File: src/rtl/aclock_pkg.sv
`default_nettype none
// ============================================================================
// Module   : aclock_pkg
// Brief    : Shared limits, FSM state type and BCD helpers for alarm_clock_multi
// Revision : 1.0 - initial release
// ============================================================================
package aclock_pkg;

    localparam logic [5:0] MAX_HOUR = 6'd23;
    localparam logic [5:0] MAX_MIN  = 6'd59;
    localparam logic [5:0] MAX_SEC  = 6'd59;

    typedef enum logic [1:0] {
        IDLE    = 2'd0,
        RINGING = 2'd1,
        SNOOZED = 2'd2
    } state_t;

    // Binary 0..63 to {tens, units} BCD by repeated subtraction of ten.
    function automatic logic [7:0] bin2bcd(input logic [5:0] v);
        logic [3:0] tens;
        logic [5:0] rem;
        tens = 4'd0;
        rem  = v;
        for (int k = 0; k < 6; k++) begin
            if (rem >= 6'd10) begin
                rem  = rem - 6'd10;
                tens = tens + 4'd1;
            end
        end
        return {tens, rem[3:0]};
    endfunction

    function automatic logic bcd_valid(input logic [3:0] d);
        return (d <= 4'd9);
    endfunction

endpackage
`default_nettype wire

File: src/rtl/aclock_tick_gen.sv
`default_nettype none
// ============================================================================
// Module   : aclock_tick_gen
// Brief    : Divides clk down to a single-cycle one-second enable
// Revision : 1.0 - initial release
// ============================================================================
module aclock_tick_gen #(
    parameter int CLK_DIV = 10
) (
    input  logic clk,
    input  logic reset,
    input  logic clear,
    output logic tick
);

    localparam int CNT_W = (CLK_DIV > 1) ? $clog2(CLK_DIV) : 1;
    localparam logic [CNT_W-1:0] LAST = CNT_W'(CLK_DIV - 1);

    logic [CNT_W-1:0] count;

    // Free-running 0..CLK_DIV-1 counter; clear restarts the second phase.
    always_ff @(posedge clk) begin
        if (reset || clear) begin
            count <= '0;
        end else if (count == LAST) begin
            count <= '0;
        end else begin
            count <= count + CNT_W'(1);
        end
    end

    assign tick = (count == LAST);

endmodule
`default_nettype wire

File: src/rtl/alarm_clock_multi.sv
`default_nettype none
// ============================================================================
// Module   : alarm_clock_multi
// Brief    : 24h clock with NUM_ALARMS alarm slots, snooze, ring timeout and
//            optional 12h display
// Revision : 1.0 - initial release
// ============================================================================
module alarm_clock_multi
    import aclock_pkg::*;
#(
    parameter int CLK_DIV    = 10,
    parameter int NUM_ALARMS = 4,
    parameter int SNOOZE_SEC = 300,
    parameter int RING_SEC   = 60
) (
    input  logic                          clk,
    input  logic                          reset,
    input  logic [1:0]                    H_in1,
    input  logic [3:0]                    H_in0,
    input  logic [3:0]                    M_in1,
    input  logic [3:0]                    M_in0,
    input  logic                          LD_time,
    input  logic                          LD_alarm,
    input  logic [$clog2(NUM_ALARMS)-1:0] al_sel,
    input  logic [NUM_ALARMS-1:0]         AL_ON,
    input  logic                          STOP_al,
    input  logic                          SNOOZE,
    input  logic                          mode12,
    output logic                          Alarm,
    output logic [$clog2(NUM_ALARMS)-1:0] alarm_id,
    output logic                          pm,
    output logic                          tick_1s,
    output logic [1:0]                    H_out1,
    output logic [3:0]                    H_out0,
    output logic [3:0]                    M_out1,
    output logic [3:0]                    M_out0,
    output logic [3:0]                    S_out1,
    output logic [3:0]                    S_out0
);

    localparam int ID_W   = $clog2(NUM_ALARMS);
    localparam int RING_W = $clog2(RING_SEC + 1);
    localparam int SNZ_W  = $clog2(SNOOZE_SEC + 1);

    logic              tick;
    logic [5:0]        hour, minute, second;
    logic [5:0]        ld_hour, ld_min;
    logic              ld_ok, ld_time_ok, ld_alarm_ok;
    logic              time_upd;
    logic [NUM_ALARMS-1:0] hit;
    logic              hit_any;
    logic [ID_W-1:0]   hit_id;
    logic              match;
    logic [ID_W-1:0]   match_id;
    state_t            state, next_state;
    logic [ID_W-1:0]   next_id;
    logic [RING_W-1:0] ring_cnt;
    logic [SNZ_W-1:0]  snz_cnt;
    logic [5:0]        disp_h;
    logic [7:0]        h_bcd, m_bcd, s_bcd;
    logic              unused_bits;

    // Load values; wrap-around of out-of-range inputs is harmless since
    // those loads are rejected by ld_ok.
    assign ld_hour = ({4'd0, H_in1} * 6'd10) + {2'd0, H_in0};
    assign ld_min  = ({2'd0, M_in1} * 6'd10) + {2'd0, M_in0};

    // With a valid units digit, tens <= 5 is exactly minute <= 59.
    assign ld_ok       = bcd_valid(H_in0) && bcd_valid(M_in0) &&
                         (M_in1 <= 4'd5) && (ld_hour <= MAX_HOUR);
    assign ld_time_ok  = LD_time && ld_ok;
    assign ld_alarm_ok = LD_alarm && ld_ok;

    // A rejected time load leaves the second phase untouched as well.
    aclock_tick_gen #(
        .CLK_DIV (CLK_DIV)
    ) u_tick_gen (
        .clk   (clk),
        .reset (reset),
        .clear (ld_time_ok),
        .tick  (tick)
    );

    assign tick_1s = tick;

    // Time of day: a valid load wins over a coincident second tick.
    always_ff @(posedge clk) begin
        if (reset) begin
            hour   <= '0;
            minute <= '0;
            second <= '0;
        end else if (ld_time_ok) begin
            hour   <= ld_hour;
            minute <= ld_min;
            second <= '0;
        end else if (tick) begin
            if (second == MAX_SEC) begin
                second <= '0;
                if (minute == MAX_MIN) begin
                    minute <= '0;
                    hour   <= (hour == MAX_HOUR) ? 6'd0 : hour + 6'd1;
                end else begin
                    minute <= minute + 6'd1;
                end
            end else begin
                second <= second + 6'd1;
            end
        end
    end

    // Remember that the time registers just changed so matching fires once.
    always_ff @(posedge clk) begin
        if (reset) begin
            time_upd <= 1'b0;
        end else begin
            time_upd <= ld_time_ok || tick;
        end
    end

    for (genvar i = 0; i < NUM_ALARMS; i++) begin : g_slot
        logic [5:0] slot_h;
        logic [5:0] slot_m;
        logic       slot_v;

        // Alarm slot storage, written when selected by a valid load.
        always_ff @(posedge clk) begin
            if (reset) begin
                slot_h <= '0;
                slot_m <= '0;
                slot_v <= 1'b0;
            end else if (ld_alarm_ok && (al_sel == ID_W'(i))) begin
                slot_h <= ld_hour;
                slot_m <= ld_min;
                slot_v <= 1'b1;
            end
        end

        assign hit[i] = slot_v && AL_ON[i] && (hour == slot_h) &&
                        (minute == slot_m) && (second == 6'd0);
    end

    // Lowest-index matching slot wins.
    always_comb begin
        hit_any = |hit;
        hit_id  = '0;
        for (int i = NUM_ALARMS - 1; i >= 0; i--) begin
            if (hit[i]) begin
                hit_id = ID_W'(i);
            end
        end
    end

    // Single-cycle match event, raised only right after the time changed.
    always_ff @(posedge clk) begin
        if (reset) begin
            match    <= 1'b0;
            match_id <= '0;
        end else begin
            match    <= time_upd && hit_any;
            match_id <= hit_id;
        end
    end

    // FSM state register.
    always_ff @(posedge clk) begin
        if (reset) begin
            state <= IDLE;
        end else begin
            state <= next_state;
        end
    end

    // FSM next state and next ringing slot.
    always_comb begin
        next_state = state;
        next_id    = alarm_id;
        case (state)
            IDLE: begin
                if (match) begin
                    next_state = RINGING;
                    next_id    = match_id;
                end
            end
            RINGING: begin
                if (STOP_al || !AL_ON[alarm_id]) begin
                    next_state = IDLE;
                end else if (SNOOZE) begin
                    next_state = SNOOZED;
                end else if (tick && (ring_cnt <= RING_W'(1))) begin
                    next_state = IDLE;
                end
            end
            SNOOZED: begin
                if (STOP_al || !AL_ON[alarm_id]) begin
                    next_state = IDLE;
                end else if (match && (match_id != alarm_id)) begin
                    next_state = RINGING;
                    next_id    = match_id;
                end else if (tick && (snz_cnt <= SNZ_W'(1))) begin
                    next_state = RINGING;
                end
            end
            default: begin
                next_state = IDLE;
            end
        endcase
    end

    // Ring and snooze second counters, reloaded on entry to their state.
    always_ff @(posedge clk) begin
        if (reset) begin
            ring_cnt <= '0;
            snz_cnt  <= '0;
        end else begin
            if ((next_state == RINGING) && (state != RINGING)) begin
                ring_cnt <= RING_W'(RING_SEC);
            end else if ((state == RINGING) && tick && (ring_cnt != '0)) begin
                ring_cnt <= ring_cnt - RING_W'(1);
            end
            if ((next_state == SNOOZED) && (state != SNOOZED)) begin
                snz_cnt <= SNZ_W'(SNOOZE_SEC);
            end else if ((state == SNOOZED) && tick && (snz_cnt != '0)) begin
                snz_cnt <= snz_cnt - SNZ_W'(1);
            end
        end
    end

    // Registered annunciator and slot id, aligned with the state register.
    always_ff @(posedge clk) begin
        if (reset) begin
            Alarm    <= 1'b0;
            alarm_id <= '0;
        end else begin
            Alarm    <= (next_state == RINGING);
            alarm_id <= next_id;
        end
    end

    // Display hour: 12h mapping only affects the digits, never matching.
    always_comb begin
        disp_h = hour;
        if (mode12) begin
            if (hour == 6'd0) begin
                disp_h = 6'd12;
            end else if (hour > 6'd12) begin
                disp_h = hour - 6'd12;
            end
        end
    end

    assign pm     = mode12 && (hour >= 6'd12);
    assign h_bcd  = bin2bcd(disp_h);
    assign m_bcd  = bin2bcd(minute);
    assign s_bcd  = bin2bcd(second);
    assign H_out1 = h_bcd[5:4];
    assign H_out0 = h_bcd[3:0];
    assign M_out1 = m_bcd[7:4];
    assign M_out0 = m_bcd[3:0];
    assign S_out1 = s_bcd[7:4];
    assign S_out0 = s_bcd[3:0];

    // Hour tens never exceeds 2.
    assign unused_bits = ^h_bcd[7:6];

endmodule
`default_nettype wire

File: config.mk
export PLATFORM = sky130hd
export DESIGN_NAME = alarm_clock_multi
export DESIGN_NICKNAME = d
export VERILOG_FILES = /design/src/rtl/aclock_pkg.sv /design/src/rtl/aclock_tick_gen.sv /design/src/rtl/alarm_clock_multi.sv
export SDC_FILE = /design/constraint.sdc
export NUM_CORES = 1
export LEC_CHECK = 0
export CORE_MARGIN = 2
export CORE_UTILIZATION = 67
export CTS_CLUSTER_SIZE = 30
export DETAILED_ROUTE_END_ITERATION = 7
export PLACE_DENSITY = 0.84
export SYNTH_ARGS = -nofsm -noshare
export SYNTH_HDL_FRONTEND = slang
export SYNTH_SLANG_ARGS = --single-unit
File: constraint.sdc
create_clock -name clk -period 22.7 [get_ports clk]
set_input_delay 4.54 -clock clk [delete_from_list [all_inputs] [get_ports clk]]
set_output_delay 4.54 -clock clk [all_outputs]
set_load 0.005 [all_outputs]
; Yosys cells after proc, flatten, opt, wreduce, memory -nomap -nowiden
; Index checks and enable logic that the tools add are counted.
[word_totals]
register_bits = 98
in_bits = 27
output_inout_bits = 27
elab_cells = 255
[op_classes]
n_eq_ne = 25
n_lt_le_gt_ge = 27
n_addsub = 42
mul = 2
n_reduce_logical = 62
mux = 70
[ops]
columns = cell, count
row1 = two-way mux 6 bit, 30
row2 = greater-or-equal comparator 6 x 4 -> 1 bit (second input constant), 19
row3 = subtractor 6 x 4 -> 6 bit (second input constant), 16
row4 = two-way mux 4 bit, 13
row5 = == test 6 bit, 8
row6 = adder 4 x 1 -> 4 bit (second input constant), 11
row7 = logical AND 1 bit, 36
row8 = two-way mux 2 bit, 17
row9 = adder 6 x 1 -> 6 bit (second input constant), 3
row10 = two-way mux 9 bit, 2
row11 = adder 6 x 4 -> 6 bit, 2
row12 = == test 6 bit (second input constant), 2
row13 = zero test 6 bit, 2
row14 = nonzero test 2 bit, 6
row15 = subtractor 4 bit (second input constant), 3
row16 = OR reduction 2 bit, 5
row17 = less-or-equal comparator 9 x 1 -> 1 bit (second input constant), 1
row18 = nonzero test 9 bit, 1
row19 = subtractor 9 x 1 -> 9 bit (second input constant), 1
row20 = adder 2 x 1 -> 2 bit (second input constant), 4
row21 = == test 2 bit (second input constant), 4
row22 = less-or-equal comparator 4 bit (second input constant), 2
row23 = != test 2 bit (second input constant), 4
row24 = == test 2 x 1 -> 1 bit (second input constant), 3
row25 = 26 further kinds, 33

; Logic depth before layout (Yosys ltp)
; Gate-level depths: netlist (run 1).
[depth]
ltp_word = 16
ltp_mapped = 43

; By module
; A second synthesis (run 1) with hierarchy kept.
[unflattened]
hier_cells = 1228
hier_area_um2 = 9577.9
[modules_own_cells]
columns = module, seq_area_each_um2, cells_per_inst, area_each_um2, n_inst
row1 = alarm_clock_multi, 1881.8, 1212, 9411.5, 1
row2 = aclock_tick_gen, 80.1, 16, 166.4, 1

; Least setup slack after synthesis (run 1)
; OpenSTA, ideal clock, no wires.
[synth_timing]
kind = input -> output
startpoint = input port mode12
endpoint = output port H_out0[3]
path_stages = 30
arrival_time_ps = 9832
n_path_buf = 3
setup_slack_ps = 8328
path_cell_list = buf_2 > nand3_1 > or2_1 > buf_6 > nand2_2 > ha_1 > inv_1 > nor2_1 > or3b_1 > a32o_1 > a21oi_1 > a2bb2oi_1 > nand2_1 > ha_1 > nand2_1 > nand4b_1 > and3_1 > buf_6 > a31oi_1 > ha_1 > and2_1 > a21o_1 > o21ai_1 > xor2_1 > a21oi_1 > a31oi_1 > ha_1 > or3b_1 > o311a_1 > o31ai_1
[synth_between]
elab_chain_len = 13
[synth_lines]
columns = element, line_no
row1 = "start, declared", alarm_clock_multi.sv:28  ; input logic mode12,
row2 = two-way mux 6 bit *, alarm_clock_multi.sv:242  ; if (mode12) begin
row3 = subtractor 6 x 4 -> 6 bit or greater-or-equal comparator 6 x 4 -> 1 bit (tied branches), "aclock_pkg.sv:27, aclock_pkg.sv:26"
row4 = two-way mux 6 bit *, aclock_pkg.sv:26  ; if (rem >= 6'd10) begin
row5 = subtractor 6 x 4 -> 6 bit or greater-or-equal comparator 6 x 4 -> 1 bit (tied branches), "aclock_pkg.sv:27, aclock_pkg.sv:26"
row6 = two-way mux 6 bit *, aclock_pkg.sv:26
row7 = subtractor 6 x 4 -> 6 bit or greater-or-equal comparator 6 x 4 -> 1 bit (tied branches), "aclock_pkg.sv:27, aclock_pkg.sv:26"
row8 = two-way mux 6 bit *, aclock_pkg.sv:26
row9 = subtractor 6 x 4 -> 6 bit or greater-or-equal comparator 6 x 4 -> 1 bit (tied branches), "aclock_pkg.sv:27, aclock_pkg.sv:26"
row10 = two-way mux 6 bit *, aclock_pkg.sv:26
row11 = subtractor 6 x 4 -> 6 bit or greater-or-equal comparator 6 x 4 -> 1 bit (tied branches), "aclock_pkg.sv:27, aclock_pkg.sv:26"
row12 = two-way mux 6 bit *, aclock_pkg.sv:26
row13 = greater-or-equal comparator 6 x 4 -> 1 bit or subtractor 4 bit (tied branches), "aclock_pkg.sv:26, aclock_pkg.sv:27"
row14 = two-way mux 4 bit *, aclock_pkg.sv:26
row15 = "end, declared", alarm_clock_multi.sv:34  ; output logic [3:0] H_out0,
; Mark *: on every way between the ends. The rest lies on a longest branch, timed or not.

; Worst setup path after layout (run 1)
; Same ends and word-level chain as after synthesis.

==> out/results.ini, run 1 <==
[clock_tree]
cts_resized=0
numCtsBuffers=9
path_clk_slew_ps=60
cts_tree=built
cts-root-buf=clkbuf_16
clock_sinks=98
worstSkewPairLatency_ps=350
ctsHoldBuffers=0
cts_max_path_buffers=2
cts_setup_buffers=0
htree_levels=3

[timing]
report.final.slew_viol_count=0
fin_setup_tns_ps=0
slew_headroom_pct=20.68
worstMarginPinSlew_ps=1177
timing.final.crit_share_pct=72.38
clock_skew_ps=8.246
rsz0062_at_grt=no
fin_crit_ps=16430
fin_hold_ws_ps=455.4
finalSetupViolCount=0
hold_violations=0
fmax_mhz=60.87

[global_route]
grt_max_degree=85
grt.total_usage_pct=28.94
grt-ovfl-total=0
grt_pass1_vias=8349
grt_antenna_before_repair=0
grt_pass1_wl_um=39080

[die]
dieArea_um2=15480
ios=54
die_w_um=124.4
start_util_pct=67.63
rows=44
core_um2=14370
chipHeight_um=124.4

[worst_hold_path]
hold_path_startpoint=g_slot[3].slot_v
min_path_type=flop to flop
hold-path-endpoint=g_slot[3].slot_v
holdPathStages=2

[detailed_routing]
wl_um=22390
wl_per_cell_um=15.63
drt_first_pass_iters=5
detail-route-antenna-nets=0
drtIter0Drc=745
drc_errors=0
num_vias=8976
drt-vias-per-instance=6.264

[setup_path]
path_buf_inv=3
rr_worst_depth=8
cp_data_arrival_time_ps=11890
cp_common_cell=ha_1
cp_top_family=simple AND/OR/NAND/NOR gates
r2r-start=second[1]
required_ps=18160
critPathKind=input port to output pin
endpoint_kind=output pin
rrSetupSlack_ps=19410
crit_slowest_cell=clkdlybuf4s50_1
slowest_delay_ps=630
cp_max_fo=18
reg2reg_to=hour[5]
startpoint=mode12
start_kind=input port

[final_layout]
antenna_cells=0
drive_gt1_share_pct=7.606
area_growth_syn_to_layout_pct=7.879
nets=1337

[power_and_ir_drop]
peakVddDrop_mv=0.04573
p_leak_nw=4.031
p_per_area_nw_per_um2=48.78

[synthesis]
yosys-top-cells-area=dfxtp_1 (20%), xnor2_1 (8.4%), ha_1 (8.1%), nor2_1 (5.1%), mux2i_1 (4.6%)
ys_warn_count=0
syn-num-nets=1326
synthCells=1234
synth-edff-count=0
synthArstFlopShare_pct=0
ys_ff_latch=98
synth_cell_types=115
syn_area_um2=9718
synth_top_area_share_pct=20.19
ys_seq_area_share_pct=20.19
synthFlopType=dfxtp_1
synth_top_cell_by_area=dfxtp_1
syn_avg_cell_area_um2=7.875

[placed_design]
gp_congestion=0.9282
place_hpwl_um=16800
port_buffers=53

[status]
status=finished, final reports clean

[run]
cap_violations=0

==> registers in the layout (all words and copies together), names as in the netlist, 2 cells and up <==
| name | cells |
|---|---|
| alarm_id | 2 |
| g_slot.slot_h | 24 |
| g_slot.slot_m | 24 |
| g_slot.slot_v | 4 |
| hour | 6 |
| match_id | 2 |
| minute | 6 |
| ring_cnt | 6 |
| second | 6 |
| snz_cnt | 9 |
| state | 2 |
| u_tick_gen.count | 4 |
==> worst max-delay path by stage <==
stage	endpoint	slack [ps]	depth (start not counted)
floorplan	H_out0[3]	8330	30
global placement	H_out0[3]	6590	29
detailed placement	H_out0[3]	6380	29
CTS	H_out0[3]	6380	29
global route	H_out0[3]	5800	29
finish	H_out0[3]	6270	29
==> cells in the mapped netlist (all sizes together), types with 9 or more instances <==
library cell / count
nor2: 134
nand2: 99
dfxtp: 98
xnor2: 97
a21oi: 84
inv: 67
ha: 63
o21ai: 55
mux2i: 47
buf: 34
nand3: 30
nor3: 29
clkbuf: 22
a211oi: 20
xor2: 20
a31oi: 19
nand2b: 19
nand4: 19
or2: 19
o211ai: 16
nor4: 14
or3: 14
o21a: 13
o31ai: 12
and2: 11
mux2: 11
nor2b: 11
a22oi: 10
a21o: 9
==> cell families after synthesis <==
family	after synthesis	share of synthesized area [%]
fa+ha+maj	65	8.523
simple gates	446	24.00
buf+inv	124	5.665
flops	98	20.19
compound gates	325	24.26
xor+xnor	117	10.85
mux	59	6.515
==> layout make-up <==
class | count | area [um2]
clock buffer | 13 | 260.3
fill | 1121 | 3885
tap | 184 | 230.2
timing repair buffer | 56 | 548.0
sequential | 98 | 1962
multi-input combinational | 1012 | 7211
inverter | 68 | 260.3
clock inverter | 2 | 12.51
==> metal layers <==
| layer | track usage (%) | routed length (um) |
|---|---|---|
| met1 | 40.27 | 10680 |
| met2 | 48.22 | 10480 |
| met3 | 4.081 | 997 |
| met4 | 5.486 | 233 |
| met5 | 0 | 0 |
==> through the flow <==
| step | utilization, % | setup WS (ps) | instances | power (mW) | instance area, um2 |
|---|---|---|---|---|---|
| final | 72.96 | 6271 | 1433 | 0.5114 | 10480 |
| after CTS | 72.96 | 6382 | 1433 | 0.5108 | 10480 |
| after detailed placement | 71.06 | 6384 | 1418 | 0.3715 | 10210 |
| after global routing | 72.96 | 5804 | 1433 | 0.5404 | 10480 |
| after global placement | 71.06 | 6592 | 1418 | 0.3682 | 10210 |
| after floorplan | - | 8328 | 1234 | 0.3153 | 9718 |
==> power breakdown <==
| part | leakage, nW | total [mW] | internal (mW) | switching, mW |
|---|---|---|---|---|
| registers | 0.790 | 0.178 | 0.174 | 0.00432 |
| logic | 3.11 | 0.192 | 0.0885 | 0.103 |
| clock network | 0.132 | 0.141 | 0.0795 | 0.0618 |
| total | 4.03 | 0.511 | 0.342 | 0.169 |
==> cells in the final DEF (no fill, tap or decap), types with 8 or more instances in the layout <==
| cell | Yosys | final |
|---|---|---|
| a211oi_1 | 17 | 17 |
| mux2_2 | 10 | 10 |
| dfxtp_1 | 98 | 98 |
| a22oi_1 | 8 | 8 |
| nor3_1 | 27 | 27 |
| a21oi_1 | 81 | 81 |
| mux2i_1 | 45 | 45 |
| nor2_1 | 131 | 131 |
| xnor2_1 | 93 | 93 |
| a31oi_1 | 19 | 19 |
| o31ai_1 | 10 | 10 |
| xor2_1 | 20 | 20 |
| or3_1 | 11 | 11 |
| inv_1 | 64 | 64 |
| nand3_1 | 28 | 28 |
| o21ai_0 | 45 | 45 |
| a21o_1 | 9 | 9 |
| nand4_1 | 18 | 18 |
| nand2b_1 | 19 | 19 |
| and2_1 | 10 | 10 |
| o21a_1 | 11 | 11 |
| or2_1 | 9 | 9 |
| nand2_1 | 97 | 97 |
| clkdlybuf4s50_1 | 0 | 52 |
| clkbuf_16 | 0 | 9 |
| nor4_1 | 11 | 11 |
| or2_2 | 8 | 8 |
| nor2b_1 | 11 | 11 |
| ha_1 | 63 | 63 |
| o211ai_1 | 14 | 14 |
==> worst reg2reg max path, stage by stage (launching register included) <==
cell and delay, ps:
dfxtp_1 610, ha_1 280, nand2_1 60, nor3_1 380, nand2_1 320, o21ai_0 990
o21ai_0 220, a22oi_1 230, nor2_1 60
No activity file was read; power rests on OpenSTA's default activity.
==> inputs of run 2 (changes only) <==
CORE_UTILIZATION = 62   (was 67)
PLACE_DENSITY = 0.78   (was 0.84)
clock period = 16.1 ns   (was 22.7 ns; I/O delays follow)
==> run 2 against run 1 <==
Net effect:
- sequential share of layout area is 0.12 points lower
- non-clock buffer count stayed put
- cell count up 2.0%
- die area rose by 7.8%
- clock-buffer cell count shrank 1
- final area grew 0.63%
- sequential power rose by 41%
- utilization shrank 3.8 points
- via count down 0.25%
- highest routed layer unchanged
- critical path depth did not move
- routed wire length shrank 1.9%
- largest power group unchanged
- clock skew decreased by 2.0 ps
- largest cell class unchanged
==> out/results.ini, run 2 (synthesis gave the netlist of run 1 again) <==
[status]
status=finished, final reports clean

[timing]
finalSetupViolCount=0  ; unchanged
timing.final.ws_setup_ps=2397  ; -3874 ps
fin_crit_ps=13700
hold_violations=0  ; unchanged
rsz0062_at_grt=no
report.final.slew_viol_count=0  ; unchanged
slew_headroom_pct=18.36  ; -2.3 points
clock_skew_ps=6.243  ; -2.003 ps
fin_setup_tns_ps=0  ; unchanged
fmax_mhz=72.97
timing.final.crit_share_pct=85.11
worstMarginPinSlew_ps=1212  ; +34.35 ps

[detailed_routing]
drt_first_pass_iters=5  ; unchanged
drt-vias-per-instance=6.129  ; -2.2%
num_vias=8954  ; -0.25%
drc_errors=0  ; unchanged
wl_um=21970  ; -1.9%
wl_per_cell_um=15.04  ; -3.8%
drtIter0Drc=562  ; -25%
detail-route-antenna-nets=0  ; unchanged

[final_layout]
layout_common_cells=nor2_1 (131), dfxtp_1 (98), nand2_1 (97)
final_util_pct=69.14  ; -3.8 points
design_area_um2=10550  ; +0.63%
antenna_cells=0  ; unchanged
fillers=1329  ; +19%
final_common_cell=nor2_1
drive_gt1_share_pct=7.760  ; +0.15 points
nets=1337  ; unchanged
reg.largest.list=g_slot.slot_h (24), g_slot.slot_m (24), snz_cnt (9)
area_growth_syn_to_layout_pct=8.562
instances_no_fill=1461  ; +2.0%

[global_route]
grt_pass1_vias=8070  ; -3.3%
grt_max_degree=85  ; unchanged
grt_antenna_before_repair=0  ; unchanged
grt-ovfl-total=0  ; unchanged
grt_pass1_wl_um=37540  ; -4.0%
grt.total_usage_pct=26.77  ; -2.2 points

[worst_hold_path]
holdPathStages=2  ; unchanged
min_path_type=flop to flop
hold-path-endpoint=g_slot[3].slot_v
hold_path_startpoint=g_slot[3].slot_v

[die]
start_util_pct=63.69  ; -3.9 points
core_um2=15260  ; +6.2%
dieArea_um2=16690  ; +7.8%
ios=54  ; unchanged
chipHeight_um=129.2  ; +3.8%
rows=45  ; +2.3%
die_w_um=129.2  ; +3.8%

[setup_path]
crit_slowest_cell=clkdlybuf4s50_1
endpoint_kind=output pin
slowest_delay_ps=620  ; about the same
cp_common_cell=ha_1
cp_data_arrival_time_ps=10480  ; -1410 ps
reg2reg_to=hour[5]
r2r-start=second[1]
cp_top_family=simple AND/OR/NAND/NOR gates
critPathKind=input port to output pin
required_ps=12880  ; -5280 ps
rr_worst_depth=8  ; unchanged
cp_max_fo=18  ; unchanged
path_buf_inv=3  ; unchanged
rrSetupSlack_ps=12720  ; -6690 ps
start_kind=input port

[power_and_ir_drop]
p_per_area_nw_per_um2=70.08  ; +44%
peakVddDrop_mv=0.08873  ; +94%
p_leak_nw=4.052  ; +0.53%

[clock_tree]
cts_resized=0  ; unchanged
ctsHoldBuffers=0  ; unchanged
cts_setup_buffers=0  ; unchanged
worstSkewPairLatency_ps=350  ; about the same
path_clk_slew_ps=70  ; about the same
clock_sinks=98  ; unchanged
cts-root-buf=clkbuf_16
cts_tree=built
cts_max_path_buffers=2  ; unchanged
htree_levels=3  ; unchanged
numCtsBuffers=9  ; unchanged

[placed_design]
placed_cells=1445  ; +1.9%
gp_congestion=0.9040  ; -2.6%
post-place-ws_ps=2480  ; -3904 ps
place_hpwl_um=16460  ; -2.0%
port_buffers=53  ; unchanged
placed_area_um2=10240  ; +0.33%

[run]
cap_violations=0  ; unchanged

## run 2: area by class of cell
class / instances / area, um2 / area share, %
inverters: 68 / 260.3 / 2.467
clock inverters: 4 / 48.80 / 0.4625
clock buffers: 12 / 256.5 / 2.431
repair buffers: 56 / 548.0 / 5.195
well taps: 211 / 264.0 / 2.502
multi-input cells: 1012 / 7211 / 68.35
flip-flops and latches: 98 / 1962 / 18.60
## run 2: per-layer routing
metal,up-vias,wire (um),track usage (%)
met5,-,0,0
met4,0,191,3.964
met3,19,842,3.922
met2,188,10470,44.92
met1,4249,10470,37.39
li1,4498,-,-
## run 2: how the worst max path moves through the flow
stage,start,to,slack (ps),depth (start not counted)
after global placement,mode12,H_out0[3],2650,29
final,mode12,H_out0[3],2400,29
after detailed placement,mode12,H_out0[3],2480,29
after global routing,mode12,H_out0[3],1900,29
after CTS,mode12,H_out0[3],2490,29
after floorplan,mode12,H_out0[3],4370,30
## run 2: report_power, final
| part | switching (mW) | internal, mW | total (mW) | leakage, nW |
|---|---|---|---|---|
| clock network | 0.0905 | 0.129 | 0.220 | 0.153 |
| logic | 0.144 | 0.124 | 0.269 | 3.11 |
| registers | 0.00610 | 0.245 | 0.251 | 0.790 |
| total | 0.241 | 0.498 | 0.739 | 4.05 |
## run 2: worst reg2reg max path, delay by kind of cell, from the launching register on
kind	cells	cell delay (ps)
AND/OR/NAND/NOR	4	880
adder cells (fa/ha/maj)	1	280
AO/OA/AOI/OAI	3	1490
flip-flops	1	620
## run 2: metrics by stage
stage | total power, mW | hold slack, ps
2_1_floorplan | 0.4445 | 415.9
3_3_place_gp | 0.5204 | 434.0
3_5_place_dp | 0.5231 | 442.3
4_1_cts | 0.7419 | 451.3
5_1_grt | 0.7839 | 479.6
6_report | 0.7394 | 447.0
